==> config.mk <==
export PLATFORM = sky130hd
export DESIGN_NAME = multimode_wave_generator
export DESIGN_NICKNAME = d
export VERILOG_FILES = /design/src/rtl/synth_pkg.sv /design/src/rtl/wave_shaper.sv /design/src/rtl/multimode_wave_generator.sv
export SDC_FILE = /design/constraint.sdc
export NUM_CORES = 1
export LEC_CHECK = 0
export BUFFER_PORTS_ARGS = -buffer_cell sky130_fd_sc_hd__buf_2
export CAP_MARGIN = 20
export CORE_MARGIN = 4
export CORE_UTILIZATION = 50
export CTS_CLUSTER_DIAMETER = 40
export DETAILED_ROUTE_END_ITERATION = 10
export PLACE_DENSITY_LB_ADDON = 0.25
export RECOVER_POWER = 25
export SLEW_MARGIN = 20
export SYNTH_ARGS = -nofsm -noshare
export SYNTH_HDL_FRONTEND = slang
export SYNTH_SLANG_ARGS = --single-unit
==> constraint.sdc <==
create_clock -name clk -period 3.86 [get_ports clk]
set_input_delay 0.579 -clock clk [delete_from_list [all_inputs] [get_ports clk]]
set_output_delay 0.579 -clock clk [all_outputs]
set_load 0.1 [all_outputs]
==> src/rtl/synth_pkg.sv <==
// Shared definitions for the oscillator/waveform blocks.
//   wave_mode_t : output waveform selector (2 bits)
//   DUTY_HALF   : 50 % duty threshold for the default 8-bit duty compare
package synth_pkg;

    typedef enum logic [1:0] {
        SAW_UP   = 2'd0,
        SAW_DOWN = 2'd1,
        TRIANGLE = 2'd2,
        SQUARE   = 2'd3
    } wave_mode_t;

    localparam int           DUTY_W_DEFAULT = 8;
    localparam logic [7:0]   DUTY_HALF      = 8'h80;

endpackage

==> src/rtl/wave_shaper.sv <==
// Combinational phase-to-sample mapper.
//   phase_next : P-bit oscillator phase to be converted
//   mode       : waveform selector
//   duty       : square-wave threshold, compared against the top D phase bits
//   sample     : N-bit output; for N > P the P-bit value is left-justified and
//                the low bits replicate its LSB so full scale is all ones
module wave_shaper
    import synth_pkg::*;
#(
    parameter int P = 16,
    parameter int N = 11,
    parameter int D = 8
) (
    input  logic [P-1:0] phase_next,
    input  wave_mode_t   mode,
    input  logic [D-1:0] duty,
    output logic [N-1:0] sample
);

    logic [P-1:0] dbl;
    logic [P-1:0] tri_p;
    logic [N-1:0] up_n;
    logic [N-1:0] tri_n;
    logic         sq_high;

    assign dbl     = phase_next << 1;
    // Fold the upper half of the cycle back down so the ramp peaks at mid-phase.
    assign tri_p   = phase_next[P-1] ? ~dbl : dbl;
    assign sq_high = (phase_next[P-1 -: D] < duty);

    generate
        if (N <= P) begin : g_narrow
            assign up_n  = N'(phase_next >> (P - N));
            assign tri_n = N'(tri_p >> (P - N));
        end else begin : g_wide
            assign up_n  = {phase_next, {(N - P){phase_next[0]}}};
            assign tri_n = {tri_p, {(N - P){tri_p[0]}}};
        end
    endgenerate

    always_comb begin
        sample = '0;
        case (mode)
            SAW_UP:   sample = up_n;
            SAW_DOWN: sample = ~up_n;
            TRIANGLE: sample = tri_n;
            SQUARE:   sample = sq_high ? {N{1'b1}} : {N{1'b0}};
            default:  sample = up_n;
        endcase
    end

endmodule

==> src/rtl/multimode_wave_generator.sv <==
// Per-channel oscillator: phase accumulator plus selectable waveform output.
//   clk, rst_n    : clock, asynchronous active-low reset
//   enable        : channel active; when low phase holds and shadows track inputs
//   sample_en     : strobe that advances phase and emits one sample
//   retrig        : restart phase at 0 and load settings immediately
//   step/mode/duty: tuning word, waveform select, square threshold
//   sample        : registered waveform sample
//   sample_valid  : one-cycle pulse per emitted sample
//   wrap          : set with sample_valid when the phase overflowed
// Settings are shadowed and only taken up at phase wrap, retrig or while
// disabled, so a running channel never changes shape mid-cycle.
module multimode_wave_generator
    import synth_pkg::*;
#(
    parameter int P = 16,
    parameter int N = 11,
    parameter int D = 8
) (
    input  logic         clk,
    input  logic         rst_n,
    input  logic         enable,
    input  logic         sample_en,
    input  logic         retrig,
    input  logic [P-1:0] step,
    input  wave_mode_t   mode,
    input  logic [D-1:0] duty,
    output logic [N-1:0] sample,
    output logic         sample_valid,
    output logic         wrap
);

    localparam logic [D-1:0] DUTY_RST = {1'b1, {(D - 1){1'b0}}};

    logic [P-1:0] phase;
    logic [P-1:0] step_s;
    wave_mode_t   mode_s;
    logic [D-1:0] duty_s;

    logic [P:0]   sum;
    logic         carry;
    logic [P-1:0] phase_next;
    wave_mode_t   mode_eff;
    logic [D-1:0] duty_eff;
    logic [N-1:0] shaped;

    assign sum        = {1'b0, phase} + {1'b0, step_s};
    assign carry      = sum[P];
    assign phase_next = sum[P-1:0];
    // On the wrap sample the new shape is already visible; the new step only
    // affects the following advance because this sum used the old one.
    assign mode_eff   = carry ? mode : mode_s;
    assign duty_eff   = carry ? duty : duty_s;

    wave_shaper #(.P(P), .N(N), .D(D)) u_shaper (
        .phase_next (phase_next),
        .mode       (mode_eff),
        .duty       (duty_eff),
        .sample     (shaped)
    );

    always_ff @(posedge clk or negedge rst_n) begin
        if (!rst_n) begin
            phase        <= '0;
            step_s       <= '0;
            mode_s       <= SAW_UP;
            duty_s       <= DUTY_RST;
            sample       <= '0;
            sample_valid <= 1'b0;
            wrap         <= 1'b0;
        end else if (retrig) begin
            phase        <= '0;
            step_s       <= step;
            mode_s       <= mode;
            duty_s       <= duty;
            sample_valid <= 1'b0;
            wrap         <= 1'b0;
        end else if (!enable) begin
            step_s       <= step;
            mode_s       <= mode;
            duty_s       <= duty;
            sample_valid <= 1'b0;
            wrap         <= 1'b0;
        end else if (sample_en) begin
            phase        <= phase_next;
            sample       <= shaped;
            sample_valid <= 1'b1;
            wrap         <= carry;
            if (carry) begin
                step_s <= step;
                mode_s <= mode;
                duty_s <= duty;
            end
        end else begin
            sample_valid <= 1'b0;
            wrap         <= 1'b0;
        end
    end

endmodule

==> results.sh <==
export IMPL_status="finished, violations left"
export IMPL_failed_checks="capacitance limit, slew limit"
export IMPL_wl_per_cell_um=17.2
export IMPL_endpoint="sample[6]$_DFFE_PN0P_"
export IMPL_worstHoldPathType="primary input to register"
export IMPL_rsz0062_at_grt="true"
export IMPL_worstSetupPathType="register to register"
export IMPL_synth_avg_cell_area_um2=10.3
export IMPL_totalWireLength_mm=8.79
export IMPL_worst_slew_pin_slew_ps=1660
export IMPL_antenna_left=0
export IMPL_drtPass1Iterations=4
export IMPL_final_util_pct=60.9
export IMPL_antenna_found_initial=0
export IMPL_final_min_period_over_clock_period_pct=95.0
export IMPL_r2r_slack_ps=190
export IMPL_nets=470
export IMPL_clock_fmax_ghz=0.273
export IMPL_area_growth_pct=15.5
export IMPL_io_pins=44
export IMPL_grt_pass1_wl_mm=14.8
export IMPL_seq_area_frac_synth_pct=37.6
export IMPL_synth_edf_count=0
export IMPL_power_uw=2130
export IMPL_start_util_pct=52.7
export IMPL_synthFlopType="dfrtp_1"
export IMPL_drive_gt1_share_pct=29.6
export IMPL_min_path_cells=2
export IMPL_synthArstFlopShare_pct=100
export IMPL_setup_violations=0
export IMPL_cts_htree_levels=2
export IMPL_clkTransAtPathRegs_ps=110
export IMPL_cp_start_kind="register"
export IMPL_cp_required_ps=4110
export IMPL_port_buffers=43
export IMPL_drc_errors=0
export IMPL_cts_tree="yes"
export IMPL_netlist_area_um2=3660
export IMPL_grt_usage_pct=21.6
export IMPL_maxSlewViolCount=32
export IMPL_cts_sinks=55
export IMPL_ff2ff_path_depth=16
export IMPL_timing_rr_start="phase[0]$_DFFE_PN0P_"
export IMPL_first_global_vias=3026
export IMPL_p_leak_uw=0.00194
export IMPL_synthTopCellsByArea="dfrtp_1, ha_1, mux2_2"
export IMPL_syn_nets=409
export IMPL_timing_rr_end="sample[6]$_DFFE_PN0P_"
export IMPL_arrival_ps=3910
export IMPL_hold_violations=0
export IMPL_die_area_um2=8750
export IMPL_ys_types=70
export IMPL_ys_seq_elements=55
export IMPL_crit_fanout=7
export IMPL_std_cell_rows=30
export IMPL_power_density_nw_per_um2=504
export IMPL_dp_slack_ps=62.4
export IMPL_max_slew_margin_pct=-10.6
export IMPL_syn_inst=354
export IMPL_gr_total_overflow=0
export IMPL_via_per_inst=5.88
export IMPL_diodes=0
export IMPL_dieWidth_um=93.6
export IMPL_dpl_hpwl_mm=6.92
export IMPL_drv_cap=1
export IMPL_clockRootBuffer="clkbuf_8"
export IMPL_vias=3009
export IMPL_synth_top_cell_by_area="dfrtp_1"
export IMPL_synth_top_area_share_pct=36.9
export IMPL_vdd_drop_max_mv=0.205
export IMPL_fin_crit_ps=3670
export IMPL_yosysWarningCount=0
export IMPL_drt_first_iter_violations=194
export IMPL_crit_path_start="phase[0]$_DFFE_PN0P_"
export IMPL_cts_inserted_buffers=5
export IMPL_clockBufferDepth=2
export IMPL_crit_path_end_kind="register"
export IMPL_core_area_um2=6940
export IMPL_finClkSkew_ps=10.6
export IMPL_die_y_um=93.6
export IMPL_worstSkewPairLatency_ps=320
export IMPL_grt_max_degree=32
export IMPL_setup_slack_ps=194
export IMPL_gp_congestion=0.896
placed cells by master (no fill, tap or decap), drive strengths merged, types with 2 or more instances in the layout:
cell     synthesis  routed
buf              8      64
dfrtp           54      54
mux2            27      27
o21ai           27      27
ha              23      23
a21oi           23      23
nor2            19      19
a22o            14      14
nor3            13      13
nand2           12      12
inv              8      10
a21boi          10      10
a31oi            9       9
a21o             9       9
nand2b           8       8
mux2i            8       8
or2              8       8
clkbuf           4       7
o22ai            6       6
o21a             6       6
and3             5       5
or3              5       5
a211oi           5       5
xor2             4       4
xnor2            4       4
o211ai           3       3
a211o            3       3
o211a            2       2
o2111a           2       2
o31a             2       2
o2111ai          2       2
clkinv           1       2
Yosys cell counts, types with 5 or more instances:
library cell / instances
dfrtp_1: 54
ha_1: 23
a21oi_1: 18
nor2_1: 18
mux2_2: 15
o21ai_0: 15
a22o_1: 14
mux2_1: 12
nand2_1: 12
nor3_1: 12
o21ai_1: 11
a31oi_1: 9
inv_1: 8
mux2i_1: 8
nand2b_1: 8
a21boi_0: 7
a21o_1: 7
o22ai_1: 6
a21oi_2: 5
o21a_1: 5
or2_2: 5
stage by stage:
stage	TNS (ps)	hold slack [ps]	std cells	instance area [µm²]
after detailed placement	0	488	500	4050
final	0	461	512	4230
after floorplan	0	283	354	3660
after CTS	0	256	508	4140
after global placement	0	472	500	4050
after global routing	-28.6	442	512	4230
cell families (layout without fill, tap and decap cells):
group                      Yosys count  in the layout  synth area share [%]
AOI/OAI and AO/OA                  133            133                  26.4
and+or+nand+nor                     77             77                  11.1
DFF                                 55             55                  37.6
xor gates and xnor gates             9              9                  2.53
muxes                               35             35                  10.5
adders and majority gates           24             24                  8.41
buffers and inverters               21             83                  3.42
where the power goes:
part,internal [µW],switching (µW),leakage (µW),total (µW)
registers,657,49.2,0.000672,706
logic,360,715,0.00122,1080
clock network,134,214,0.0000491,349
total,1150,979,0.00194,2130
worst max-delay path: stages, from the launching register on:
cell and delay [ps]:
dfrtp_1 400, ha_2 220, fa_2 410, a211oi_4 320, o21ai_4 100, o2111a_2 330, nor2_4 130, mux2i_1 200
ha_1 260, a21o_1 160, a21o_1 170, a21oi_1 130, o21ai_1 110, a22oi_2 250, nor2_1 70, buf_4 170
a31oi_1 160
worst min path at each step:
stage | startpoint | slack [ps] | to
after detailed placement | phase[2]$_DFFE_PN0P_ | 490 | phase[2]$_DFFE_PN0P_
after global placement | phase[3]$_DFFE_PN0P_ | 470 | phase[3]$_DFFE_PN0P_
final | step[1] | 460 | step_s[1]$_DFFE_PN0P_
after global routing | step[3] | 440 | step_s[3]$_DFFE_PN0P_
after floorplan | rst_n | 280 | duty_s[0]$_DFFE_PN0P_
after CTS | rst_n | 260 | phase[7]$_DFFE_PN0P_
routing by layer:
metal / vias to the layer above / global-route usage [%] / share of wire [%]
met5: - / 0 / 0
met4: 0 / 5.78 / 1.2
met3: 11 / 3.62 / 4.8
met2: 75 / 37.2 / 51
met1: 1456 / 28.2 / 44
li1: 1467 / - / -
cell type report:
class / count / area, µm²
Clock buffer: 5 / 68.8
Clock inverter: 3 / 26.3
Fill cell: 588 / 2720
Inverter: 9 / 33.8
Multi-Input combinational cell: 278 / 2200
Sequential cell: 55 / 1380
Tap cell: 96 / 120
Timing Repair Buffer: 66 / 395
what timing repair did:
action / in CTS / in global routing
buffers inserted: 0 / 4
setup endpoints to repair: 0 / 10
hold buffers: 0 / 0
hold endpoints to repair: 0 / 0
gates resized for setup: 0 / 15
sequential cells by signal, summed over array words and instances, names as in the netlist:
name,cells
mode_s,2
sample_valid,1
wrap,1
step_s,16
duty_s,8
sample,11
phase,16
No activity file was read; power rests on OpenSTA's default activity.
